File: src/rtl/team_06_sram_arbiter_if.sv
// Bus bundle between the two SRAM requesters, the arbiter and the wishbone manager CPU port.
interface team_06_sram_arbiter_if;
    // requester A (echo/reverb) and B (playback/record)
    logic        req_a,  req_b;
    logic        we_a,   we_b;
    logic [31:0] adr_a,  adr_b;
    logic [31:0] wdat_a, wdat_b;
    logic [3:0]  sel_a,  sel_b;
    logic        ack_a,  ack_b;
    logic [31:0] rdat_a, rdat_b;
    // manager CPU-side port
    logic [31:0] mgr_adr_o;
    logic [31:0] mgr_dat_o;
    logic [3:0]  mgr_sel_o;
    logic        mgr_write_o;
    logic        mgr_read_o;
    logic [31:0] mgr_rdat_i;
    logic        mgr_busy_i;
    // status
    logic [1:0]  grant_o;
    logic        timeout_o;

    // arbiter side
    modport slave (
        input  req_a, req_b, we_a, we_b, adr_a, adr_b, wdat_a, wdat_b, sel_a, sel_b,
        input  mgr_rdat_i, mgr_busy_i,
        output ack_a, ack_b, rdat_a, rdat_b,
        output mgr_adr_o, mgr_dat_o, mgr_sel_o, mgr_write_o, mgr_read_o,
        output grant_o, timeout_o
    );

    // requester/manager environment side
    modport master (
        output req_a, req_b, we_a, we_b, adr_a, adr_b, wdat_a, wdat_b, sel_a, sel_b,
        output mgr_rdat_i, mgr_busy_i,
        input  ack_a, ack_b, rdat_a, rdat_b,
        input  mgr_adr_o, mgr_dat_o, mgr_sel_o, mgr_write_o, mgr_read_o,
        input  grant_o, timeout_o
    );
endinterface

File: src/rtl/team_06_sram_arbiter.sv
// Two-client arbiter for the single wishbone manager CPU port. A has priority,
// a saturating fairness counter forces a B grant after A_MAX_CONSEC A grants
// while B waits. Each transaction: latch, one-cycle strobe, track busy, ack.
module team_06_sram_arbiter #(
    parameter int A_MAX_CONSEC = 4,
    parameter int BUSY_WAIT    = 4
) (
    input  logic                  clk,
    input  logic                  rst_n,
    team_06_sram_arbiter_if.slave bus
);
    localparam int CW = $clog2(A_MAX_CONSEC + 1);
    localparam int WW = $clog2(BUSY_WAIT + 1);
    localparam logic [CW-1:0] A_MAX_C = CW'(A_MAX_CONSEC);
    localparam logic [WW-1:0] BW_LAST = WW'(BUSY_WAIT - 1);

    typedef enum logic [2:0] {IDLE, ISSUE, WAIT_BUSY, WAIT_DONE, RESP} state_t;

    state_t        state_q, state_d;
    logic          we_q, we_d;
    logic [31:0]   adr_q, adr_d;
    logic [31:0]   dat_q, dat_d;
    logic [3:0]    sel_q, sel_d;
    logic [1:0]    grant_q, grant_d;     // {B,A}, one-hot while a transaction is owned
    logic [CW-1:0] fcnt_q, fcnt_d;       // consecutive A grants while B pending
    logic [WW-1:0] wcnt_q, wcnt_d;       // cycles spent waiting for busy
    logic          timeout_q, timeout_d;
    logic [31:0]   rdat_a_q, rdat_a_d;
    logic [31:0]   rdat_b_q, rdat_b_d;
    logic          start, pick_a, cap;

    // A wins unless B is waiting and A has used up its consecutive budget
    assign start  = !bus.mgr_busy_i && (bus.req_a || bus.req_b);
    assign pick_a = bus.req_a && (!bus.req_b || (fcnt_q < A_MAX_C));

    // FSM state register
    always_ff @(posedge clk or negedge rst_n) begin
        if (!rst_n) state_q <= IDLE;
        else        state_q <= state_d;
    end

    // FSM next-state
    always_comb begin
        state_d = state_q;
        case (state_q)
            IDLE:      if (start) state_d = ISSUE;
            ISSUE:     state_d = WAIT_BUSY;
            WAIT_BUSY: if (bus.mgr_busy_i)        state_d = WAIT_DONE;
                       else if (wcnt_q == BW_LAST) state_d = RESP;
            WAIT_DONE: if (!bus.mgr_busy_i) state_d = RESP;
            RESP:      state_d = IDLE;
            default:   state_d = IDLE;
        endcase
    end

    // datapath next-state: request latch, fairness, busy wait, read capture
    always_comb begin
        we_d      = we_q;
        adr_d     = adr_q;
        dat_d     = dat_q;
        sel_d     = sel_q;
        grant_d   = grant_q;
        fcnt_d    = fcnt_q;
        wcnt_d    = wcnt_q;
        timeout_d = timeout_q;
        rdat_a_d  = rdat_a_q;
        rdat_b_d  = rdat_b_q;
        cap       = 1'b0;
        case (state_q)
            IDLE: if (start) begin
                if (pick_a) begin
                    we_d    = bus.we_a;
                    adr_d   = bus.adr_a;
                    dat_d   = bus.wdat_a;
                    sel_d   = bus.sel_a;
                    grant_d = 2'b01;
                    fcnt_d  = !bus.req_b ? '0 :
                              (fcnt_q == A_MAX_C) ? fcnt_q : fcnt_q + 1'b1;
                end else begin
                    we_d    = bus.we_b;
                    adr_d   = bus.adr_b;
                    dat_d   = bus.wdat_b;
                    sel_d   = bus.sel_b;
                    grant_d = 2'b10;
                    fcnt_d  = '0;
                end
            end
            ISSUE: wcnt_d = '0;
            WAIT_BUSY: if (!bus.mgr_busy_i) begin
                if (wcnt_q == BW_LAST) begin
                    timeout_d = 1'b1;
                    cap       = 1'b1;
                end else begin
                    wcnt_d = wcnt_q + 1'b1;
                end
            end
            WAIT_DONE: if (!bus.mgr_busy_i) cap = 1'b1;
            RESP:      grant_d = '0;
            default: ;
        endcase
        // writes never touch the read-data registers
        if (cap && !we_q) begin
            if (grant_q[0]) rdat_a_d = bus.mgr_rdat_i;
            else            rdat_b_d = bus.mgr_rdat_i;
        end
    end

    // datapath registers
    always_ff @(posedge clk or negedge rst_n) begin
        if (!rst_n) begin
            we_q      <= 1'b0;
            adr_q     <= '0;
            dat_q     <= '0;
            sel_q     <= '0;
            grant_q   <= '0;
            fcnt_q    <= '0;
            wcnt_q    <= '0;
            timeout_q <= 1'b0;
            rdat_a_q  <= '0;
            rdat_b_q  <= '0;
        end else begin
            we_q      <= we_d;
            adr_q     <= adr_d;
            dat_q     <= dat_d;
            sel_q     <= sel_d;
            grant_q   <= grant_d;
            fcnt_q    <= fcnt_d;
            wcnt_q    <= wcnt_d;
            timeout_q <= timeout_d;
            rdat_a_q  <= rdat_a_d;
            rdat_b_q  <= rdat_b_d;
        end
    end

    // outputs decoded from registered state; strobes and acks drop with async reset
    always_comb begin
        bus.mgr_write_o = (state_q == ISSUE) && we_q;
        bus.mgr_read_o  = (state_q == ISSUE) && !we_q;
        bus.ack_a       = (state_q == RESP) && grant_q[0];
        bus.ack_b       = (state_q == RESP) && grant_q[1];
        bus.mgr_adr_o   = adr_q;
        bus.mgr_dat_o   = dat_q;
        bus.mgr_sel_o   = sel_q;
        bus.grant_o     = grant_q;
        bus.timeout_o   = timeout_q;
        bus.rdat_a      = rdat_a_q;
        bus.rdat_b      = rdat_b_q;
    end
endmodule

File: src/flat_wrapper.sv
// flat-port wrapper written by rule: the top's interface ports become plain ports
module team_06_sram_arbiter_flat 
#(
    parameter int A_MAX_CONSEC = 4,
    parameter int BUSY_WAIT    = 4
)
  (clk, rst_n, bus_req_a, bus_req_b, bus_we_a, bus_we_b, bus_adr_a, bus_adr_b, bus_wdat_a, bus_wdat_b, bus_sel_a, bus_sel_b, bus_mgr_rdat_i, bus_mgr_busy_i, bus_ack_a, bus_ack_b, bus_rdat_a, bus_rdat_b, bus_mgr_adr_o, bus_mgr_dat_o, bus_mgr_sel_o, bus_mgr_write_o, bus_mgr_read_o, bus_grant_o, bus_timeout_o);
  team_06_sram_arbiter_if bus_i ();
  input  logic clk;
  input  logic rst_n;
  input wire logic [$bits(bus_i.req_a)-1:0] bus_req_a;
  input wire logic [$bits(bus_i.req_b)-1:0] bus_req_b;
  input wire logic [$bits(bus_i.we_a)-1:0] bus_we_a;
  input wire logic [$bits(bus_i.we_b)-1:0] bus_we_b;
  input wire logic [$bits(bus_i.adr_a)-1:0] bus_adr_a;
  input wire logic [$bits(bus_i.adr_b)-1:0] bus_adr_b;
  input wire logic [$bits(bus_i.wdat_a)-1:0] bus_wdat_a;
  input wire logic [$bits(bus_i.wdat_b)-1:0] bus_wdat_b;
  input wire logic [$bits(bus_i.sel_a)-1:0] bus_sel_a;
  input wire logic [$bits(bus_i.sel_b)-1:0] bus_sel_b;
  input wire logic [$bits(bus_i.mgr_rdat_i)-1:0] bus_mgr_rdat_i;
  input wire logic [$bits(bus_i.mgr_busy_i)-1:0] bus_mgr_busy_i;
  output wire logic [$bits(bus_i.ack_a)-1:0] bus_ack_a;
  output wire logic [$bits(bus_i.ack_b)-1:0] bus_ack_b;
  output wire logic [$bits(bus_i.rdat_a)-1:0] bus_rdat_a;
  output wire logic [$bits(bus_i.rdat_b)-1:0] bus_rdat_b;
  output wire logic [$bits(bus_i.mgr_adr_o)-1:0] bus_mgr_adr_o;
  output wire logic [$bits(bus_i.mgr_dat_o)-1:0] bus_mgr_dat_o;
  output wire logic [$bits(bus_i.mgr_sel_o)-1:0] bus_mgr_sel_o;
  output wire logic [$bits(bus_i.mgr_write_o)-1:0] bus_mgr_write_o;
  output wire logic [$bits(bus_i.mgr_read_o)-1:0] bus_mgr_read_o;
  output wire logic [$bits(bus_i.grant_o)-1:0] bus_grant_o;
  output wire logic [$bits(bus_i.timeout_o)-1:0] bus_timeout_o;
  assign bus_i.req_a = bus_req_a;
  assign bus_i.req_b = bus_req_b;
  assign bus_i.we_a = bus_we_a;
  assign bus_i.we_b = bus_we_b;
  assign bus_i.adr_a = bus_adr_a;
  assign bus_i.adr_b = bus_adr_b;
  assign bus_i.wdat_a = bus_wdat_a;
  assign bus_i.wdat_b = bus_wdat_b;
  assign bus_i.sel_a = bus_sel_a;
  assign bus_i.sel_b = bus_sel_b;
  assign bus_i.mgr_rdat_i = bus_mgr_rdat_i;
  assign bus_i.mgr_busy_i = bus_mgr_busy_i;
  assign bus_ack_a = bus_i.ack_a;
  assign bus_ack_b = bus_i.ack_b;
  assign bus_rdat_a = bus_i.rdat_a;
  assign bus_rdat_b = bus_i.rdat_b;
  assign bus_mgr_adr_o = bus_i.mgr_adr_o;
  assign bus_mgr_dat_o = bus_i.mgr_dat_o;
  assign bus_mgr_sel_o = bus_i.mgr_sel_o;
  assign bus_mgr_write_o = bus_i.mgr_write_o;
  assign bus_mgr_read_o = bus_i.mgr_read_o;
  assign bus_grant_o = bus_i.grant_o;
  assign bus_timeout_o = bus_i.timeout_o;
  team_06_sram_arbiter #(.A_MAX_CONSEC(A_MAX_CONSEC), .BUSY_WAIT(BUSY_WAIT)) u_core (.clk(clk), .rst_n(rst_n), .bus(bus_i));
endmodule
File: config.mk
export PLATFORM = sky130hd
export DESIGN_NAME = team_06_sram_arbiter_flat
export DESIGN_NICKNAME = d
export VERILOG_FILES = /design/src/rtl/team_06_sram_arbiter_if.sv /design/src/rtl/team_06_sram_arbiter.sv /design/src/flat_wrapper.sv
export SDC_FILE = /design/constraint.sdc
export NUM_CORES = 1
export LEC_CHECK = 0
export ABC_AREA = 1
export BUFFER_PORTS_ARGS = -buffer_cell sky130_fd_sc_hd__buf_2
export CORE_MARGIN = 2
export CORE_UTILIZATION = 47
export DETAILED_ROUTE_END_ITERATION = 16
export PLACE_DENSITY = 0.8
export SETUP_SLACK_MARGIN = 0.05
export SLEW_MARGIN = 20
export SYNTH_ARGS = -nofsm -noshare
export SYNTH_HDL_FRONTEND = slang
export SYNTH_SLANG_ARGS = --single-unit
File: constraint.sdc
create_clock -name clk -period 1.82 [get_ports clk]
set_input_delay 0.091 -clock clk [delete_from_list [all_inputs] [get_ports clk]]
set_output_delay 0.091 -clock clk [all_outputs]
set_load 0.05 [all_outputs]
==> flow_metrics.tcl <==
set metrics [dict create \
    status "finished clean" \
    ys_seq_area_share_pct 53.1 \
    grt_use_total_pct 32.3 \
    ctsLongestPathBuffers 2 \
    via_per_inst 5.18 \
    end_kind "flip-flop" \
    power.leakage_uw 0.00622 \
    rsz0062_at_grt "yes" \
    syn_nets 1014 \
    area_delta_synth_final_pct 60.0 \
    grt_pass1_vias 8153 \
    yosys.area_share.simple_pct 29.8 \
    synth-xor-area-share_pct 0 \
    finalHoldViolations 0 \
    ios 314 \
    core_mm2 0.0144 \
    finalSetupViolations 0 \
    drtAntennaViolNets 0 \
    cts.clk_slew.worst_paths_ns 0.06 \
    drcViolationCount 0 \
    vdd.ir_drop.worst_uv 914 \
    cp.arrival_ns 2.05 \
    vias 7850 \
    start_kind "flip-flop" \
    cp_data_required_time_ns 2.13 \
    ys_ff_latch 145 \
    drive_above_1_share_pct 33.4 \
    wl_um 25700 \
    dieWidth_um 125 \
    die_h_um 125 \
    min_period_ns 1.74 \
    nets 1495 \
    synth_mux_area_share_pct 0 \
    yosys-top-cells-area "dfrtp_1 (53%), nand2_1 (27%), o21ai_2 (8.3%)" \
    grt_start_max_net_pins 51 \
    final_cell_mix "nand2_1 (494), buf_2 (308), dlygate4sd3_1 (170), dfrtp_1 (145), o21ai_2 (65)" \
    yosysTopAreaCell "dfrtp_1" \
    first_pass_iters 7 \
    syn-mean-instance-area_um2 8.18 \
    synth_top_family_by_area "simple AND/OR/NAND/NOR gates" \
    nFillCells 888 \
    grt_overflow 0 \
    fin_setup_tns_ns 0 \
    cp_max_fo 15 \
    final_common_cell "nand2_1" \
    cts-buffers-inserted 17 \
    fmax_mhz 576 \
    dpl_worst_slack_ns 0.184 \
    port_buffers 313 \
    fin_skew_ns 0.0172 \
    numClockSinks 145 \
    start_util_pct 47.6 \
    root_buffer "clkbuf_16" \
    yosys_warnings 0 \
    hold_class "input port to flip-flop" \
    relSlewSlack_pct 66.5 \
    dp_hpwl_um 13300 \
    netlist.area_leader.share_pct 53.1 \
    max-cap-violations 0 \
    synth-compound-area-share_pct 9.06 \
    fin_ws_ns 0.0841 \
    syn_area_mm2 0.00683 \
    rows 44 \
    period_share_pct 95.4 \
    synthCells 835 \
    maxSlewViolCount 0 \
    wire_per_inst_um 17.0 \
    cts_tree "yes" \
    grt_pass1_wl_um 39700 \
    clk-insertion-delay-late_ns 0.42 \
    drt_iter0_drc 523 \
    power_density_mw_per_mm2 1710 \
    antenna_found_initial 1 \
    tightestPinTransition_ns 0.502 \
    synth_fa_ha_area_share_pct 0.732 \
    crit_type "flip-flop to flip-flop" \
    place.gp.congestion 0.828 \
    dieArea_mm2 0.0155 \
    synth.distinct_cells 20 \
    htree_levels 4 \
]
layer usage:
layer / share of wire (%) / wire length [µm] / GRT usage (%) / up-vias
met3: 8.0 / 2060 / 8.85 / 214
li1: - / - / - / 3510
met2: 49 / 12600 / 53.5 / 558
met4: 8.3 / 2140 / 26.2 / 0
met1: 34 / 8840 / 34.5 / 3568
met5: 0 / 0 / 0 / -
final cells by class:
cell class                 instances  area [µm²]  area share, %
antenna                            1        2.50         0.0229
clock buffer                      18         439           4.02
clock inverter                    14         131           1.20
inverter                          48         183           1.67
multi-input combinational        601        2710           24.8
sequential                       145        3630           33.2
tap                              184         230           2.11
timing repair buffer             503        3600           33.0
cells in the mapped netlist:
cell type / instances
nor2_4: 3
nand2_2: 1
nand4_1: 1
nor2_1: 11
ha_1: 4
inv_2: 6
o211ai_1: 1
nor3_1: 1
o21ai_2: 65
o21bai_1: 1
o21ai_0: 5
nand3_4: 2
nand3_2: 1
inv_1: 42
o21ai_1: 2
dfrtp_1: 145
nand3_1: 9
buf_6: 18
nand2_1: 494
buf_2: 23
through the flow:
stage | hold WS (ns) | power [µW] | std cells | utilization, % | cell area (µm²)
after floorplan | -0.205 | 12400 | 835 | - | 6830
after global placement | 0.0158 | 14500 | 1307 | 59.4 | 8540
after detailed placement | 0.0135 | 14700 | 1307 | 59.4 | 8540
after CTS | 0.000430 | 18400 | 1509 | 75.2 | 10800
after global routing | 0.0478 | 19600 | 1514 | 76.1 | 10900
final | 0.0444 | 18700 | 1514 | 76.1 | 10900
flip-flops by register name, summed over array words and instances (netlist names), 2 cells and up:
name                  count
u_core.bus.rdat_b        32
u_core.bus.rdat_a        32
u_core.bus.mgr_dat_o     32
u_core.bus.grant_o        2
u_core.bus.mgr_sel_o      4
u_core.fcnt_q             3
u_core.state_q            3
u_core.wcnt_q             3
u_core.bus.mgr_adr_o     32
power breakdown:
part           total (µW)  internal [µW]  switching, µW
Sequential           5470           4620            853
Clock                3400           1940           1470
Combinational        9840           2410           7430
Total               18700           8970           9750
worst paths after layout:
check / startpoint / to / slack (ns) / cells after the start
setup reg to reg: u_core.fcnt_q[2]$_DFFE_PN0P_ / u_core.bus.mgr_dat_o[16]$_DFFE_PN0P_ / 0.08 / 9
hold reg to reg: u_core.bus.timeout_o$_DFFE_PN0P_ / u_core.bus.timeout_o$_DFFE_PN0P_ / 0.47 / 2
setup / recovery: u_core.fcnt_q[2]$_DFFE_PN0P_ / u_core.bus.mgr_dat_o[16]$_DFFE_PN0P_ / 0.08 / 9
hold / removal: bus_adr_b[0] / u_core.bus.mgr_adr_o[0]$_DFFE_PN0P_ / 0.04 / 5
max in group asynchronous: rst_n / u_core.bus.rdat_a[3]$_DFFE_PN0P_ / 1.02 / 3
min in group asynchronous: rst_n / u_core.bus.mgr_adr_o[28]$_DFFE_PN0P_ / 0.16 / 2
worst max-delay path, cell delays in order (launching register included):
cell,delay (ns)
dfrtp_1,0.37
nand2_1,0.10
nand2_4,0.12
inv_4,0.05
buf_12,0.15
nand2_1,0.10
nand2_1,0.07
dlygate4sd3_1,0.56
nand2_1,0.07
nand2_1,0.05
timing repair:
action	CTS	global route
setup buffers	0	2
hold buffers	170	0
resized for setup	0	17
setup endpoints to repair	0	19
hold endpoints to repair	281	0
cell families after synthesis:
logic type | count (synthesis)
simple gates | 523
flops | 145
buf+inv | 89
compound gates | 74
fa+ha+maj | 4
No activity file was read; power rests on OpenSTA's default activity.
